`config.mk`:
```
export PLATFORM = sky130hd
export DESIGN_NAME = switch_debouncer_flat
export DESIGN_NICKNAME = d
export VERILOG_FILES = /design/src/rtl/switch_debouncer_if.sv /design/src/rtl/switch_debouncer.sv /design/src/flat_wrapper.sv
export SDC_FILE = /design/constraint.sdc
export NUM_CORES = 1
export LEC_CHECK = 0
export CAP_MARGIN = 25
export CORE_UTILIZATION = 35
export DETAILED_ROUTE_END_ITERATION = 10
export PLACE_DENSITY = 0.59
export SYNTH_ARGS = -nofsm -noshare
export SYNTH_HDL_FRONTEND = slang
export SYNTH_SLANG_ARGS = --single-unit
```
`constraint.sdc`:
```
create_clock -name clk -period 2.06 [get_ports clk]
set_input_delay 0.618 -clock clk [delete_from_list [all_inputs] [get_ports clk]]
set_output_delay 0.618 -clock clk [all_outputs]
set_load 0.005 [all_outputs]
```
`src/rtl/switch_debouncer_if.sv`:
```
// Switch-side bundle of the debouncer: raw levels in, debounced levels and edge strobes out.
// The debouncer uses the slave modport; whatever drives the switches uses master.
interface switch_debouncer_if #(
    parameter int unsigned CHANNELS = 2
);
    logic [CHANNELS-1:0] sw_in;
    logic [CHANNELS-1:0] sw_clean;
    logic [CHANNELS-1:0] rise_pulse;
    logic [CHANNELS-1:0] fall_pulse;

    modport master (
        output sw_in,
        input  sw_clean,
        input  rise_pulse,
        input  fall_pulse
    );

    modport slave (
        input  sw_in,
        output sw_clean,
        output rise_pulse,
        output fall_pulse
    );
endinterface

```
`src/rtl/switch_debouncer.sv`:
```
// Multi-channel slide-switch debouncer: a two-flop synchronizer, then a per-channel
// four-state FSM with a saturating stability counter. All outputs are registered.
module switch_debouncer #(
    parameter int unsigned CHANNELS      = 2,
    parameter int unsigned STABLE_CYCLES = 500000
) (
    input logic               clk,
    input logic               reset,
    switch_debouncer_if.slave bus
);

    localparam int unsigned CW = $clog2(STABLE_CYCLES + 1);
    localparam logic [CW-1:0] CntOne  = CW'(1);
    localparam logic [CW-1:0] CntLast = CW'(STABLE_CYCLES - 1);

    typedef enum logic [1:0] {
        StableLo,
        PendHi,
        StableHi,
        PendLo
    } state_t;

    logic [CHANNELS-1:0] sync1_q;
    logic [CHANNELS-1:0] sw_sync;
    logic [CHANNELS-1:0] clean;
    logic [CHANNELS-1:0] rise;
    logic [CHANNELS-1:0] fall;

    always_ff @(posedge clk or posedge reset) begin
        if (reset) begin
            sync1_q <= '0;
            sw_sync <= '0;
        end else begin
            sync1_q <= bus.sw_in;
            sw_sync <= sync1_q;
        end
    end

    for (genvar i = 0; i < CHANNELS; i++) begin : g_ch
        state_t        state_q, state_d;
        logic [CW-1:0] cnt_q, cnt_d;
        logic          clean_q, clean_d;
        logic          rise_q, rise_d;
        logic          fall_q, fall_d;

        always_comb begin
            state_d = state_q;
            cnt_d   = cnt_q;
            clean_d = clean_q;
            rise_d  = 1'b0;
            fall_d  = 1'b0;
            unique case (state_q)
                StableLo: begin
                    if (sw_sync[i]) begin
                        // A single stable sample is enough: commit without a pending state.
                        if (STABLE_CYCLES == 1) begin
                            state_d = StableHi;
                            clean_d = 1'b1;
                            rise_d  = 1'b1;
                        end else begin
                            state_d = PendHi;
                            cnt_d   = CntOne;
                        end
                    end
                end
                PendHi: begin
                    if (!sw_sync[i]) begin
                        state_d = StableLo;
                        cnt_d   = '0;
                    end else if (cnt_q == CntLast) begin
                        state_d = StableHi;
                        cnt_d   = '0;
                        clean_d = 1'b1;
                        rise_d  = 1'b1;
                    end else begin
                        cnt_d = cnt_q + 1'b1;
                    end
                end
                StableHi: begin
                    if (!sw_sync[i]) begin
                        if (STABLE_CYCLES == 1) begin
                            state_d = StableLo;
                            clean_d = 1'b0;
                            fall_d  = 1'b1;
                        end else begin
                            state_d = PendLo;
                            cnt_d   = CntOne;
                        end
                    end
                end
                PendLo: begin
                    if (sw_sync[i]) begin
                        state_d = StableHi;
                        cnt_d   = '0;
                    end else if (cnt_q == CntLast) begin
                        state_d = StableLo;
                        cnt_d   = '0;
                        clean_d = 1'b0;
                        fall_d  = 1'b1;
                    end else begin
                        cnt_d = cnt_q + 1'b1;
                    end
                end
                default: begin
                    state_d = StableLo;
                    cnt_d   = '0;
                end
            endcase
        end

        always_ff @(posedge clk or posedge reset) begin
            if (reset) begin
                state_q <= StableLo;
                cnt_q   <= '0;
                clean_q <= 1'b0;
                rise_q  <= 1'b0;
                fall_q  <= 1'b0;
            end else begin
                state_q <= state_d;
                cnt_q   <= cnt_d;
                clean_q <= clean_d;
                rise_q  <= rise_d;
                fall_q  <= fall_d;
            end
        end

        assign clean[i] = clean_q;
        assign rise[i]  = rise_q;
        assign fall[i]  = fall_q;
    end

    assign bus.sw_clean   = clean;
    assign bus.rise_pulse = rise;
    assign bus.fall_pulse = fall;

endmodule
```
`src/flat_wrapper.sv`:
```
// flat-port wrapper written by rule: the top's interface ports become plain ports
module switch_debouncer_flat 
#(
    parameter int unsigned CHANNELS      = 2,
    parameter int unsigned STABLE_CYCLES = 500000
)
  (clk, reset, bus_sw_in, bus_sw_clean, bus_rise_pulse, bus_fall_pulse);
  switch_debouncer_if #(.CHANNELS(CHANNELS)) bus_i ();
  input logic clk;
  input logic reset;
  input wire logic [$bits(bus_i.sw_in)-1:0] bus_sw_in;
  output wire logic [$bits(bus_i.sw_clean)-1:0] bus_sw_clean;
  output wire logic [$bits(bus_i.rise_pulse)-1:0] bus_rise_pulse;
  output wire logic [$bits(bus_i.fall_pulse)-1:0] bus_fall_pulse;
  assign bus_i.sw_in = bus_sw_in;
  assign bus_sw_clean = bus_i.sw_clean;
  assign bus_rise_pulse = bus_i.rise_pulse;
  assign bus_fall_pulse = bus_i.fall_pulse;
  switch_debouncer #(.CHANNELS(CHANNELS), .STABLE_CYCLES(STABLE_CYCLES)) u_core (.clk(clk), .reset(reset), .bus(bus_i));
endmodule
```
==> impl_results.md <==
* Number of global-route vias before repair at 2005
* Total die area at 8180 um^2
* Post-route clock skew at 0.00464 ns
* Fin cells at 405
* Number of levels the H-tree was split into at 2
* Highest clock rate at 0.498 GHz
* Setup fix buffers added after clock tree synthesis at 0
* Diodes inserted at 0
* Clock tree from TritonCTS: yes
* Arrival time of the worst setup path at 2.18 ns
* Endpoints failing hold at 0
* Count of nets left with antenna violations after detail routing at 0
* Cells after Synth at 289
* Wirelength, routed at 5.60 mm
* Average routed wire per standard cell at 13.8 um
* Flop and latch count out of synthesis at 52
* Hold endpoint: u_core.sw_sync[1]$_DFF_PP0_
* Ys Warns at 0
* Clock transition at the registers of the reported paths at 0.10 ns
* Origin of the worst setup path: u_core.g_ch[0].cnt_q[10]$_DFFE_PP0P_
* Area leader, netlist: dfrtp_1
* First-pass iteration count of the detailed router at 4
* Critical path start-end classification: flip-flop to flip-flop
* Final Setup Violations at 0
* Startpoint of the lowest-slack register-to-register path: u_core.g_ch[0].cnt_q[10]$_DFFE_PP0P_
* Share of the synthesized area in the top cell type at 47.5%
* Global routing usage summed across all routing layers at 14.2%
* Headroom to the max-slew limit at 67.6%
* Area added between synthesis and finish at 14.7%
* Outcome: finished clean
* Fraction of the yosys area taken by sequential cells at 47.5%
* Core Rows at 31
* Leakage power summed over all cells at 1.31 nW
* Drt initial violations at 129
* Power per cell area at 903 nW/um^2
* Clock Tree Buf Depth at 2
* Depth of the most critical reg-to-reg path at 6
* Maximum resistive drop on vdd at 0.323 mV
* Beginning of the worst hold path: u_core.sync1_q[1]$_DFF_PP0_
* Count of buffers from port buffering at 9
* Worst Tran Pin Value at 0.484 ns
* Count of vias placed by the detailed router at 2221
* R2R Setup Slk at 0.05 ns
* Crit end category: flip-flop
* IO Pins at 10
* Initial antenna violation count at 0
* Number of nets in the final layout at 311
* Largest net degree at the start of global routing at 40
* Cell types occupying the most area after synthesis: dfrtp_1 48%, a31oi_1 5.9%, nand2_1 5.5%, nand3_1 3.7%, a21oi_1 2.9%
* Final period util at 97.4%
* Gp weighted congestion at 0.764
* Worst-path fanout max at 16
* Unrepaired setup endpoints after global routing: true
* Effective utilization at floorplan at 37.0%
* Per-cell via count in the routed design at 5.48
* Final non-filler cell area at 3140 um^2
* Number of buffers created by CTS at 5
* First-pass GRT wire length at 9.53 mm
* Fraction of layout cells with a size suffix above 1 at 16.3%
* Placed wire-length estimate at 3.87 mm
* Kind of launch point of the worst setup path: flip-flop
* Number of distinct library cell variants in the gate-level netlist after synthesis at 51
* Post-Synthesis Net Count at 295
* Number of design rule violations left after detail routing at 0
* Placed Instance Area at 3000 um^2
* Endpoint of the most critical register-to-register path: u_core.g_ch[0].cnt_q[8]$_DFFE_PP0P_
* Mean cell area of the mapped netlist at 9.48 um^2
* Worst Setup Slack post-DPL at 0.0874 ns
* Placed cell count at 397
* Post-route total power at 2.84 mW
* Root Driver: clkbuf_8
* Final hold slack at 0.360 ns
* Number of flops mapped to enable cells by yosys at 0
* Fraction of synthesis flops using an asynchronous set or reset pin at 100%
* Die Width at 90.5 um
* Area of the core region at 7410 um^2
* Shortest clock period the worst path allows after layout at 2.01 ns
* Post-synthesis cell area at 2740 um^2
* Number of clock sinks at 52
* Required time worst endpoint at 2.23 ns
* Total of max-cap violations at 0
* Residual overflow from global routing at 0
* Clock latency on the worst-skew pair at 0.30 ns
* Worst Hold Class: flip-flop to flip-flop
* Number of cells on the worst hold path at 0
* Worst Setup Slack, final at 0.0536 ns
* Most frequently used flop master after synthesis: dfrtp_1
* Die Y-Extent at 90.5 um
* Number of slew-limit violations in the final report at 0
* Fill cell count at 723
## how the worst max path moves through the flow
| stage | end | slack (ns) | depth (start not counted) |
|---|---|---|---|
| floorplan | flip-flop | 0.13 | 5 |
| global placement | flip-flop | 0.12 | 5 |
| detailed placement | u_core.g_ch[0].cnt_q[6]$_DFFE_PP0P_ | 0.09 | 6 |
| finish | u_core.g_ch[0].cnt_q[8]$_DFFE_PP0P_ | 0.05 | 6 |
| CTS | u_core.g_ch[0].cnt_q[6]$_DFFE_PP0P_ | 0.07 | 6 |
| global route | u_core.g_ch[0].cnt_q[8]$_DFFE_PP0P_ | -0.04 | 6 |
## repair_timing
item,in CTS,in global routing
endpoints found under the setup margin,0,20
hold buffers,0,0
gates resized for setup,0,8
## logic make-up (layout without fill, tap and decap cells)
| group | Yosys count | in the layout | synth area share [%] |
|---|---|---|---|
| flip-flops | 52 | 52 | 47.5 |
| AND/OR/NAND/NOR | 119 | 119 | 23.8 |
| multiplexers | 4 | 4 | 1.69 |
| XOR/XNOR | 3 | 3 | 0.960 |
| buffers and inverters | 28 | 45 | 5.85 |
| AO/OA/AOI/OAI | 81 | 81 | 19.2 |
| adder cells (fa/ha/maj) | 2 | 2 | 0.914 |
## flip-flops by register name (all words and copies together), names as in the netlist, named ones only
signal and count:
u_core.g_ch.clean_q 2, u_core.g_ch.cnt_q 38, u_core.g_ch.state_q 2, u_core.sync1_q 2
u_core.g_ch.rise_q 2, u_core.sw_sync 2, u_core.g_ch.fall_q 2
## layer usage
metal	wire length [um]	vias to the layer above	track usage, %
met5	0	-	0
li1	-	1098	-
met2	2400	36	20.8
met3	153	2	2.78
met1	2990	1085	21.0
met4	44	0	4.30
## synthesized netlist by cell type, drive strengths merged (3+ instances only)
| master | n |
|---|---|
| or2 | 4 |
| nor2 | 13 |
| a22o | 4 |
| a41oi | 6 |
| nand3 | 20 |
| nand2b | 4 |
| and4 | 3 |
| nor4b | 3 |
| clkbuf | 7 |
| nor3b | 3 |
| inv | 8 |
| and3 | 6 |
| dfrtp | 52 |
| nand4 | 7 |
| a21oi | 17 |
| a31oi | 26 |
| nand2 | 41 |
| buf | 13 |
| o21ai | 15 |
| a21o | 3 |
| nor4 | 3 |
| and2 | 5 |
## placed cells by master, fill, tap and decap left out, types with 2 or more instances in the layout
cell type,instances
dfrtp_1,52
nand2_1,40
a31oi_1,24
nand3_1,20
buf_4,17
a21oi_1,16
nor2_1,13
o21ai_0,12
clkdlybuf4s50_1,9
nand4_1,7
inv_1,7
and3_1,6
and2_1,5
clkbuf_8,5
or2_2,4
nand2b_1,4
a22o_1,4
a41oi_1,4
and4_1,3
nor3b_1,3
xor2_1,2
a41oi_2,2
nor3_1,2
nor4_2,2
a31oi_2,2
mux2i_1,2
a22oi_1,2
a21o_1,2
o311ai_0,2
o21ai_1,2
ha_1,2
buf_12,2
## worst max-delay path, stage by stage (launching register included)
cell     delay, ns
dfrtp_1       0.43
or4b_4        0.55
nor4b_4       0.33
a21oi_2       0.11
buf_4         0.21
a31oi_1       0.19
a31oi_1       0.07
## area by class of cell
class | instances | area [um^2] | share of cell area [%]
clock buffer | 5 | 68.8 | 2.19
clock inverter | 3 | 27.5 | 0.876
inverter | 8 | 30.0 | 0.956
multi-input combinational | 209 | 1320 | 42.1
sequential | 52 | 1300 | 41.4
tap | 99 | 124 | 3.94
timing repair buffer | 29 | 269 | 8.56
## where the power goes
group	switching [mW]	internal, mW
Sequential	0.114	1.11
Combinational	0.606	0.397
Clock	0.364	0.250
Total	1.08	1.75
## stage by stage
stage,utilization [%],TNS [ns]
after floorplan,-,0
after global routing,42.4,-0.0975
after CTS,41.9,0
after detailed placement,40.6,0
final,42.4,0
after global placement,40.6,0
Power figures use the tool's default switching activity.
